<file path="src/rtl/serial_adder.sv">
// Bit-serial WIDTH-bit adder: one shared full-adder cell processes one bit pair per
// clock, LSB first, with the carry recirculated through a flip-flop.

module Full_adder (
    input  logic a,
    input  logic b,
    input  logic cin,
    output logic s,
    output logic cout
);
    assign s    = a ^ b ^ cin;
    assign cout = (a & b) | (cin & (a ^ b));
endmodule

module serial_adder #(
    parameter int WIDTH = 8
) (
    input  logic             clk,
    input  logic             rst_n,
    input  logic             start,
    input  logic [WIDTH-1:0] a,
    input  logic [WIDTH-1:0] b,
    input  logic             cin,
    output logic             busy,
    output logic             done,
    output logic [WIDTH-1:0] sum,
    output logic             cout
);
    localparam int CW = $clog2(WIDTH);
    localparam logic [CW-1:0] LAST_BIT = CW'(WIDTH - 1);

    typedef enum logic [1:0] {
        S_IDLE = 2'd0,
        S_RUN  = 2'd1,
        S_DONE = 2'd2
    } state_t;

    state_t           r_state;
    state_t           w_state_next;
    logic             w_load;
    logic             w_last;

    logic [WIDTH-1:0] r_a;
    logic [WIDTH-1:0] r_b;
    logic [WIDTH-1:0] r_sum_sh;
    logic             r_carry;
    logic [CW-1:0]    r_cnt;
    logic [WIDTH-1:0] r_sum;
    logic             r_cout;

    logic             w_s;
    logic             w_c;

    Full_adder u_fa (
        .a    (r_a[0]),
        .b    (r_b[0]),
        .cin  (r_carry),
        .s    (w_s),
        .cout (w_c)
    );

    always_ff @(posedge clk or negedge rst_n) begin
        if (!rst_n) begin
            r_state <= S_IDLE;
        end else begin
            r_state <= w_state_next;
        end
    end

    always_comb begin
        w_state_next = r_state;
        w_load       = 1'b0;
        w_last       = 1'b0;
        case (r_state)
            S_IDLE: begin
                if (start) begin
                    w_load       = 1'b1;
                    w_state_next = S_RUN;
                end
            end
            S_RUN: begin
                if (r_cnt == LAST_BIT) begin
                    w_last       = 1'b1;
                    w_state_next = S_DONE;
                end
            end
            S_DONE: begin
                // Back-to-back: a start here skips IDLE entirely.
                if (start) begin
                    w_load       = 1'b1;
                    w_state_next = S_RUN;
                end else begin
                    w_state_next = S_IDLE;
                end
            end
            default: w_state_next = S_IDLE;
        endcase
    end

    always_ff @(posedge clk or negedge rst_n) begin
        if (!rst_n) begin
            r_a      <= '0;
            r_b      <= '0;
            r_sum_sh <= '0;
            r_carry  <= 1'b0;
            r_cnt    <= '0;
            r_sum    <= '0;
            r_cout   <= 1'b0;
        end else if (w_load) begin
            r_a     <= a;
            r_b     <= b;
            r_carry <= cin;
            r_cnt   <= '0;
        end else if (r_state == S_RUN) begin
            r_sum_sh <= {w_s, r_sum_sh[WIDTH-1:1]};
            r_carry  <= w_c;
            r_a      <= r_a >> 1;
            r_b      <= r_b >> 1;
            if (w_last) begin
                // Visible result only changes here, so it holds steady during RUN.
                r_sum  <= {w_s, r_sum_sh[WIDTH-1:1]};
                r_cout <= w_c;
            end else begin
                r_cnt <= r_cnt + 1'b1;
            end
        end
    end

    assign busy = (r_state == S_RUN);
    assign done = (r_state == S_DONE);
    assign sum  = r_sum;
    assign cout = r_cout;
endmodule
</file>
<file path="config.mk">
export PLATFORM = sky130hd
export DESIGN_NAME = serial_adder
export DESIGN_NICKNAME = d
export VERILOG_FILES = /design/src/rtl/serial_adder.sv
export SDC_FILE = /design/constraint.sdc
export NUM_CORES = 1
export LEC_CHECK = 0
export ABC_AREA = 1
export CAP_MARGIN = 10
export CORE_AREA = 4 4 65 67
export CTS_CLUSTER_SIZE = 12
export DETAILED_ROUTE_END_ITERATION = 8
export DIE_AREA = 0 0 69 71
export PLACE_DENSITY = 0.74
export SLEW_MARGIN = 20
export SYNTH_ARGS = -nofsm -noshare
export SYNTH_HDL_FRONTEND = slang
export SYNTH_SLANG_ARGS = --single-unit
</file>
<file path="constraint.sdc">
create_clock -name clk -period 1.92 [get_ports clk]
set_input_delay 0.384 -clock clk [delete_from_list [all_inputs] [get_ports clk]]
set_output_delay 0.384 -clock clk [all_outputs]
set_load 0.005 [all_outputs]
</file>
After elaboration in Yosys (flattened, before gate mapping):

Cells that the tools add are included.

* output and inout bits: 11
* bits in registers: 39
* input port bits: 20

* equal/unequal tests: 6
* add/subtract/negate cells: 1
* bitwise logic cells: 6
* reduce and logical (&&, ||, !) cells: 7
* muxes and demuxes: 17

Operators with widths (count)
* $mux 8: 4
* $mux 3: 3
* $mux 1: 7
* $pmux 2 s3: 1
* $reduce_and 2->1: 3
* $mux 2: 2
* $ne 2x2->1 const B: 2
* $add 3x1->3 const B: 1
* $eq 3x3->1 const B: 1
* $reduce_and 3->1: 1
* $and 1x1->1: 2
* $eq 2x1->1 const B: 1
* $eq 2x2->1 const B: 1
* $logic_not 2->1: 1
* $ne 2x1->1 const B: 1
* $reduce_bool 2->1: 1
* $reduce_or 2->1: 1
* $xor 1x1->1: 2
* $not 1->1: 1
* $or 1x1->1: 1

Depth between registers and ports, before layout:

* depth in word-level cells: 6
* mapped depth: 8
* mapped depth without buffers: 7

Cells and area by module:

From an unflattened synthesis, not the netlist that was laid out.

* cell total of the unflattened synthesis: 220
* area, all modules: 1795.5 µm²

Modules (own cells, without submodules)
* serial_adder: area each 1775.5 µm², instances 1, cells an instance 219
* Full_adder: area each 20.0 µm², instances 1, cells an instance 1

Worst setup path after synthesis:

OpenSTA, ideal clock, no wires.

* path kind: reg2reg
* start: reg r_cnt[0]
* end: reg r_cnt[0]
* cell stages (with the launch flop): 8
* buffers on the path: 0
* arrival time: 1.137 ns
* clock period less this slack: 1.202 ns
* path slack: 0.718 ns
* setup time: 0.065 ns
* path through: dfrtp_1 ha_1 ha_1 inv_1 nand3_1 inv_1 nand2_1 nand2_1

* word-level cells in the longest chain between the ends: 5
* elaborated cells on any way between the ends: 9
* those cells by class: 1 x add/sub; 2 x eq/ne; 5 x mux; 1 x reduce/logical

Ends and longest elaborated chain
* start, declared: RTL line 47 `logic [CW-1:0] r_cnt;`
* start signal, assigned: RTL line 124 `r_cnt <= r_cnt + 1'b1;`
* parallel branches: the longest is 5 deep, another holds $add 3x1->3

Parallel ways; which one is timed is not known. The select of a mux whose other input is x is not followed.
A chain may end at the register's enable or synchronous reset.

Worst setup path in the final report:

* start: reg r_state[1]
* end: out done

* word-level cells in the longest chain between the ends: 1

Ends and longest elaborated chain
* start, declared: RTL line 38 `state_t r_state;`
* start signal, assigned: RTL line 66 `r_state <= w_state_next;`
* $eq 2x2->1: RTL line 130 `assign done = (r_state == S_DONE);`
* end, declared: RTL line 25 `output logic done,`

No other way between the ends.

==> qor.yml <==
worst_setup_path_start_kind: "register"
synth_warnings: 0
max_slew_margin: 0.686
cts_setup_buffers: 0
drt_pre_antenna_iters: 4
clkTransAtPathRegs_ns: 0.07
dp.cells: 300
final-instance-count-excl-fill: 308
final_period_minus_worst_setup_slack_ns: 1.82
grt_setup_unrepaired: "false"
synth_fp_nets: 246
tritoncts.num_buffers: 5
cts_repair_resize_count: 0
ffs_latches_synth: 38
timing.final.setup_violations: 0
maxCapViolations: 0
worstPathMaxFanout: 2
initial_utilization: 0.488
htree_num_levels: 2
max-vdd-ir-drop_mv: 0.720
fp.dieArea_sq_um: 4900
cp.required_ns: 1.54
final_net_count: 282
arrival_ns: 1.44
areaGrowthSynthToFinish_pct: 26.1
detailedPlacementHpwl_um: 2500
n_antenna_cell: 0
first_iter_violations: 115
timing.final.crit_share: 0.950
tritoncts_clock_tree: "done"
fp-row-count: 22
static-leakage-power_nw: 1.21
fin_tns_setup_ns: 0
ios: 31
syn-instance-count: 223
setup.worst_path.class: "reg2out"
dpl_cell_area_sq_um: 2140
avgRoutedWirePerCell_um: 10.9
total_vias_in_the_final_route: 1400
timing.critical_path.to_type: "primary output"
synth.lib_cells_used.distinct: 15
numPortBuffers: 30
grt_remaining_overflow: 0
hold_ws_ns: 0.0420
postCtsHoldBufs: 0
numClockSinks: 38
coreArea_sq_um: 3630
hp-class: "in2async"
final_max_slew_viol_count: 0
n_fill_cell: 329
clockRootBuffer: "sky130_fd_sc_hd__clkbuf_8"
postRouteAntennaNets: 0
groute.usage.overall: 0.152
viasPerCell: 4.55
clock.fmax_mhz: 548
clock_insertion_delay_worst_skew_ns: 0.29
largest_net_degree_at_the_start_of_global_routing: 21
die-width_um: 69
grt_first_pass_wirelength_um: 5890
hold_violations: 0
floorplan.die.height_um: 71
totalPowerFinal_w: 0.00328
synth.avg_cell_area_sq_um: 7.96
antenna_found_initial: 0
cellPowerDensity_nw_per_um2: 1470
run_status: "finished, final reports clean"
finalInstanceArea_sq_um: 2240
worstMarginPinSlew_ns: 0.471
synthesis.area_sq_um: 1770
layout-drive-gt1-share: 0.0846
cts_buffer_depth: 2
wirelength_um: 3350
vias_in_the_first_global_route: 1345
gp_congestion: 0.849
clock-skew-final_ns: 0.00411
drc: 0
synth_sequential_area_ratio: 0.536
==> path summary, 6_finish.rpt <==
| path | start | endpoint | slack, ns | cells after the start |
|---|---|---|---|---|
| setup / recovery | r_state[1] | done | 0.1 | 3 |
| hold / removal | rst_n | r_sum_sh[5] | 0.04 | 1 |
| setup reg to reg | r_cnt[0] | cout | 0.55 | 6 |
| hold reg to reg | r_b[1] | r_b[1] | 0.47 | 2 |
| max in group asynchronous | rst_n | r_state[0] | 1.40 | 2 |
| min in group clk | r_b[1] | r_b[1] | 0.47 | 2 |
==> routing by layer <==
layer,track usage,vias to the layer above,wire [um]
met5,0,-,0
met2,0.265,32,1630
met1,0.177,620,1520
li1,-,744,-
met4,0.0521,0,37
met3,0.0497,4,166
==> worst max-delay path, stage by stage (launching register included) <==
cell                              delay [ns]
sky130_fd_sc_hd__dfrtp_1                0.41
sky130_fd_sc_hd__inv_1                  0.08
sky130_fd_sc_hd__nor2_1                 0.14
sky130_fd_sc_hd__clkdlybuf4s50_1        0.53
==> power breakdown <==
group / total (W) / internal [W] / leakage (nW) / switching (W)
combinational: 0.00134 / 0.000598 / 0.690 / 0.000744
clock: 0.000557 / 0.000290 / 0.0482 / 0.000268
sequential: 0.00138 / 0.00117 / 0.475 / 0.000210
total: 0.00328 / 0.00206 / 1.21 / 0.00122
==> sequential cells by signal (all words and copies together) (netlist names) <==
name      cells
r_a           8
cout          1
r_carry       1
sum           8
r_b           8
r_sum_sh      7
r_cnt         3
r_state       2
==> logic make-up after synthesis <==
logic type | synth area share
DFF | 0.536
adders and majority gates | 0.0254
AOI/OAI and AO/OA | 0.0423
and+or+nand+nor | 0.292
buffers and inverters | 0.104
==> cells in the mapped netlist, drive strengths merged <==
master / instances / area, sq um
nand2: 95 / 374
dfrtp: 38 / 951
inv: 36 / 135
clkbuf: 2 / 7.51
buf: 6 / 42.5
fa: 1 / 20.0
ha: 2 / 25.0
nor2: 3 / 18.8
nand3: 25 / 125
o21ai: 15 / 75.1
==> cell type report <==
cell class,count,area [sq um],share of cell area
inverter,36,135,0.0604
multi-input combinational,141,638,0.285
clock inverter,1,5.00,0.00224
tap,48,60.1,0.0268
timing repair buffer,37,360,0.161
sequential,38,952,0.426
clock buffer,7,86.3,0.0386
==> stage by stage <==
step	util	worst slack, ns
final	0.616	0.0964
after detailed placement	0.590	0.332
after floorplan	-	0.718
after CTS	0.615	0.0345
after global placement	0.590	0.354
after global routing	0.616	0.0337
==> placed cells by master (no fill, tap or decap), drive strengths merged <==
cell	synthesis	final
buf	6	8
clkbuf	2	7
clkdlybuf4s50	0	29
clkinv	0	1
dfrtp	38	38
fa	1	1
ha	2	2
inv	36	36
nand2	95	95
nand3	25	25
nor2	3	3
o21ai	15	15
No activity file was read; power rests on OpenSTA's default activity.
